--- config.mk ---
export PLATFORM = sky130hd
export DESIGN_NAME = imm_const_loader
export DESIGN_NICKNAME = d
export VERILOG_FILES = /design/src/rtl/imm_const_loader.sv
export SDC_FILE = /design/constraint.sdc
export NUM_CORES = 1
export LEC_CHECK = 0
export ABC_AREA = 1
export CAP_MARGIN = 20
export CORE_ASPECT_RATIO = 1.2
export CORE_MARGIN = 2
export CORE_UTILIZATION = 53
export CTS_CLUSTER_DIAMETER = 60
export DETAILED_ROUTE_END_ITERATION = 12
export PLACE_DENSITY = 0.95
export SYNTH_ARGS = -nofsm -noshare
export SYNTH_HDL_FRONTEND = slang
export SYNTH_SLANG_ARGS = --single-unit
export TNS_END_PERCENT = 50
--- constraint.sdc ---
create_clock -name clock -period 3 [get_ports clock]
set_input_delay 0.9 -clock clock [delete_from_list [all_inputs] [get_ports clock]]
set_output_delay 0.9 -clock clock [all_outputs]
set_load 0.03 [all_outputs]
--- src/rtl/imm_const_loader.sv ---
// imm_const_loader: emits the shortest addi/orhi/ori sequence that loads a 32-bit constant into rB
module imm_const_loader #(
  parameter logic [5:0] OP_ADDI = 6'h04,
  parameter logic [5:0] OP_ORHI = 6'h34,
  parameter logic [5:0] OP_ORI  = 6'h14
) (
  input  logic        clock,
  input  logic        reset,
  input  logic        in_valid,
  output logic        in_ready,
  input  logic [31:0] const_in,
  input  logic [4:0]  dest_reg,
  output logic        out_valid,
  input  logic        out_ready,
  output logic [31:0] inst_word,
  output logic        inst_last,
  output logic        drop
);
  typedef enum logic [1:0] {IDLE, EMIT1, EMIT2} state_t;
  state_t state;
  logic [31:0] val;
  logic [4:0] dst;
  logic two;
  logic fits, hi_zero, lo_zero, two_in;
  logic [15:0] imm1;
  logic [5:0] op1;
  logic [31:0] word1, word2;
  always_comb begin
    fits = &const_in[31:15] || ~|const_in[31:15];
    hi_zero = ~|const_in[31:16];
    lo_zero = ~|const_in[15:0];
    two_in = !fits && !hi_zero && !lo_zero;
    imm1 = (fits || hi_zero) ? const_in[15:0] : const_in[31:16];
    op1 = fits ? OP_ADDI : lo_zero ? OP_ORHI : hi_zero ? OP_ORI : OP_ORHI;
    word1 = {5'd0, dest_reg, imm1, op1};
    word2 = {dst, dst, val[15:0], OP_ORI};
  end
  always_ff @(posedge clock) begin
    if (reset) begin
      state <= IDLE;
      in_ready <= 1'b1;
      out_valid <= 1'b0;
      inst_word <= '0;
      inst_last <= 1'b0;
      drop <= 1'b0;
      val <= '0;
      dst <= '0;
      two <= 1'b0;
    end else begin
      drop <= 1'b0;
      case (state)
        IDLE: if (in_valid) begin
          val <= const_in;
          dst <= dest_reg;
          two <= two_in;
          if (dest_reg != 5'd0) begin
            state <= EMIT1;
            in_ready <= 1'b0;
            out_valid <= 1'b1;
            inst_word <= word1;
            inst_last <= !two_in;
          end else drop <= 1'b1;
        end
        EMIT1: if (out_ready) begin
          if (two) begin
            state <= EMIT2;
            inst_word <= word2;
            inst_last <= 1'b1;
          end else begin
            state <= IDLE;
            in_ready <= 1'b1;
            out_valid <= 1'b0;
            inst_word <= '0;
            inst_last <= 1'b0;
          end
        end
        EMIT2: if (out_ready) begin
          state <= IDLE;
          in_ready <= 1'b1;
          out_valid <= 1'b0;
          inst_word <= '0;
          inst_last <= 1'b0;
        end
        default: state <= IDLE;
      endcase
    end
  end
endmodule

**Word level (Yosys, flattened, before mapping)**

Cells that the tools add are included.

- Bits of input ports: 41
- Register bits: 60
- Output and inout port bits: 36
- Word-level logic and storage cells: 72

- Reductions and logical operators: 20
- Multiplexer cells: 34
- Bitwise gates (word level): 2
- Equality and inequality tests: 7

Operators by type and width:

| kind | number |
|---|---|
| 32-bit two-way mux | 5 |
| 32-bit case mux with 3 select lines | 1 |
| 16-bit OR reduction | 2 |
| 6-bit two-way mux | 3 |
| 17-bit AND reduction | 1 |
| 17-bit OR reduction | 1 |
| 16-bit two-way mux | 1 |
| 1-bit two-way mux | 15 |
| 2-bit two-way mux | 5 |
| 2-bit inequality test (second input constant) | 5 |
| 1-bit case mux with 3 select lines | 3 |
| 2-bit case mux with 3 select lines | 1 |
| 6-bit AND reduction | 1 |
| 5-bit AND reduction | 1 |
| 5-bit nonzero test | 1 |
| 1-bit zero test | 4 |
| 4-bit AND reduction | 1 |
| 3-bit nonzero test | 1 |
| 3-bit OR reduction | 1 |
| 2-bit by 1-bit equality test with 1-bit output (second input constant) | 1 |
| 2-bit equality test (second input constant) | 1 |
| 1-bit logical AND | 2 |
| 2-bit zero test | 1 |
| 1-bit logical OR | 2 |
| 2 further kinds | 3 |

**Longest topological paths before layout**

- Depth after elaboration: 10
- Mapped depth: 10
- Gate-level depth less buffers: 10

**Worst setup path before layout**

OpenSTA, ideal clock, no wires.

- Kind: input-to-reg
- Start point: input port const_in[30]
- End point: register inst_word[10]
- Path buffers: 1
- Arrival: 1.743 ns
- Required time: 2.878 ns
- Slack: 1.136 ns
- Stages: 9
- Path through: nor2_1 nand2_1 nor2_2 nand2_4 o21ai_4 buf_8 nand2_2 nand3_2 a21oi_2

- Word-level cells in the longest chain between the ends: 8

Ends and longest elaborated chain:

| what | line | RTL |
|---|---|---|
| start, declared | 11 | `input logic [31:0] const_in,` |
| 17-bit OR reduction | 29 | `fits = &const_in[31:15] \|\| ~\|const_in[31:15];` |
| 1-bit zero test | 29 |  |
| 1-bit logical OR | 29 |  |
| 1-bit logical OR (*) | 33 | `imm1 = (fits \|\| hi_zero) ? const_in[15:0] : const_in[31:16];` |
| 16-bit two-way mux (*) | 33 |  |
| 32-bit two-way mux (*) | 56 | `if (dest_reg != 5'd0) begin` |
| 32-bit two-way mux (*) | 52 | `IDLE: if (in_valid) begin` |
| 32-bit case mux with 3 select lines (*) | 51 | `case (state)` |
| end signal, assigned | 60 | `inst_word <= word1;` |
| end signal, assigned | 67 | `inst_word <= word2;` |
| end, declared | 15 | `output logic [31:0] inst_word,` |

Every way passes the cells marked *; elsewhere a longest branch is shown, timed or not. The select of a mux whose other input is x is not followed.
A chain may end at the register's enable or synchronous reset.

**Worst setup path in the final report**

- Start point: input port const_in[20]
- End point: register inst_word[12]

Same word-level chain as after synthesis.

==> results.sh <==
export IMPL_status="finished, final reports clean"
export IMPL_die_h_um=86.1
export IMPL_final_layout_size_suffix_gt1_share_pct=17.1
export IMPL_irDropWorstVdd_mv=0.380
export IMPL_arrival_ps=2620
export IMPL_antenna_found_initial=0
export IMPL_placed_cell_area_um2=3700
export IMPL_drtIter0Drc=249
export IMPL_clock_skew_ps=9.70
export IMPL_routed_via_density=5.60
export IMPL_avgSynthCellArea_um2=7.56
export IMPL_max_freq_mhz=420
export IMPL_start_kind="primary input"
export IMPL_maxSlewHeadroom_pct=62.0
export IMPL_setup_tns_ps=0
export IMPL_numPortBuffers=73
export IMPL_root_buffer="clkbuf_8"
export IMPL_routedWlPerCell_um=15.5
export IMPL_critPathMaxStageDelay_ps=470
export IMPL_path_class="in2reg"
export IMPL_period_share_pct=79.5
export IMPL_power_mw=3.79
export IMPL_die_w_um=72.4
export IMPL_final_nets=508
export IMPL_cts_max_path_buffers=2
export IMPL_crit_fanout=19
export IMPL_layout_commonest_cell="clkdlybuf4s50_1"
export IMPL_grt_pass1_vias=2827
export IMPL_maxCapViolations=0
export IMPL_crit_path_frequent_cell="nand2_1"
export IMPL_grt_total_usage_pct=27.5
export IMPL_required_ps=3240
export IMPL_area_delta_synth_final_pct=30.9
export IMPL_path_clk_slew_ps=70
export IMPL_power_density_nw_per_um2=972
export IMPL_tightestPinTransition_ps=570
export IMPL_synth_cell_type_count=31
export IMPL_yosysTopAreaCellShare_pct=38.3
export IMPL_core_area_um2=5370
export IMPL_cts_hold_fix_buffers=0
export IMPL_drc=0
export IMPL_postCtsSetupRepairBufs=0
export IMPL_layout_common_cells="clkdlybuf4s50_1, dfxtp_1, a21oi_1"
export IMPL_dr_total_vias=2967
export IMPL_cts_made_buffers=9
export IMPL_ys_seq_area_share_pct=38.3
export IMPL_netlist_top_cells_area="dfxtp_1, a21oi_1, nand3_2, inv_1, nand2_1"
export IMPL_hold_path_class="reg2reg"
export IMPL_rsz0062_at_grt="no"
export IMPL_gp_congestion=0.878
export IMPL_num_rows=29
export IMPL_grt_pass1_wl_um=13200
export IMPL_power_leakage_nw=1.70
export IMPL_setup_viol=0
export IMPL_netlist_instances=394
export IMPL_die_area_um2=6240
export IMPL_ys_seq_elements=57
export IMPL_htree_num_levels=3
export IMPL_pin_count=77
export IMPL_clock_sinks=57
export IMPL_post_cts_resized=0
export IMPL_drv_slew=0
export IMPL_finalHoldViolCount=0
export IMPL_synth_area_um2=2980
export IMPL_initial_utilization_pct=55.5
export IMPL_n_antenna_cell=0
export IMPL_yosysTopAreaCell="dfxtp_1"
export IMPL_postRouteWirelength_um=8210
export IMPL_min_period_ps=2380
export IMPL_grt_overflow=0
export IMPL_worstPathCellList="clkdlybuf4s50_1 -> nor2_1 -> nand2_1 -> nor2_2 -> nand2_4 -> o21ai_4 -> nand2_1 -> nand3_1 -> a21oi_1"
export IMPL_end_kind="flip-flop"
export IMPL_clock_latency_ps=340
export IMPL_cpMaxStageDelayCell="clkdlybuf4s50_1"
export IMPL_postRouteAntennaNets=0
export IMPL_grt_max_degree=38
export IMPL_ys_warn_count=0
export IMPL_cts_tree="done"
export IMPL_fin_area_um2=3900
export IMPL_dp_hpwl_um=5820
export IMPL_first_pass_iters=7
cell families (layout without fill, tap and decap cells):
family / after synthesis / after routing / share of synthesized area, %
simple gates: 136 / 136 / 25.9
buf+inv: 74 / 146 / 11.5
other cells: 1 / 3 / 0.126
flops: 57 / 57 / 38.3
compound gates: 122 / 122 / 22.5
fa+ha+maj: 4 / 4 / 1.68
power breakdown:
group | internal, mW | switching, mW
clock network | 0.403 | 0.313
logic | 0.694 | 1.26
registers | 0.995 | 0.120
total | 2.09 | 1.70
flip-flops by register name, summed over array words and instances (netlist names):
signal / cells
inst_word: 29
val: 16
dst: 5
state: 2
drop: 1
in_ready: 1
inst_last: 1
out_valid: 1
two: 1
critical path: cells and delay by family:
family | cells | cell delay [ps]
AOI/OAI and AO/OA | 2 | 340
and+or+nand+nor | 6 | 910
buffers and inverters | 1 | 470
path summary, 6_finish.rpt:
| path | startpoint | to | slack [ps] | cells after the start |
|---|---|---|---|---|
| worst max-delay path | const_in[20] | inst_word[12]$_SDFFE_PP0P_ | 620 | 9 |
| worst min-delay path | inst_word[27]$_SDFFE_PP0P_ | inst_word[27]$_SDFFE_PP0P_ | 460 | 2 |
| worst max register to register | state[0]$_SDFFE_PP0P_ | inst_word[20]$_SDFFE_PP0P_ | 1010 | 8 |
| worst min register to register | inst_word[27]$_SDFFE_PP0P_ | inst_word[27]$_SDFFE_PP0P_ | 460 | 2 |
synth_stat cells (all sizes together):
cell type  count
buf           17
a21oi         66
nor3           1
ha             4
clkbuf         6
dfxtp         57
inv           51
a211oi         3
nand3         38
nand2         52
nor2          38
conb           1
and3           1
nand4          6
o21ai         53
through the flow:
| stage | worst slack [ps] | hold slack [ps] | instances | util (%) |
|---|---|---|---|---|
| after global placement | 408 | 439 | 514 | 68.9 |
| after global routing | 554 | 481 | 530 | 72.6 |
| after detailed placement | 310 | 453 | 514 | 68.9 |
| after CTS | 654 | 465 | 530 | 72.6 |
| after floorplan | 1140 | 430 | 396 | - |
| final | 616 | 465 | 530 | 72.6 |
per-layer routing:
metal  track usage [%]  routed length (um)
met2              47.0                4300
met3              7.17                 592
met5                 0                   0
met1              32.1                3070
met4              12.1                 255
layout make-up:
type	count	area (um2)
clock inverter	5	55.1
tap	62	77.6
sequential	57	1140
timing repair buffer	79	788
inverter	51	191
multi-input combinational	265	1500
fill	433	1470
clock buffer	11	141
No activity file was read; power rests on OpenSTA's default activity.
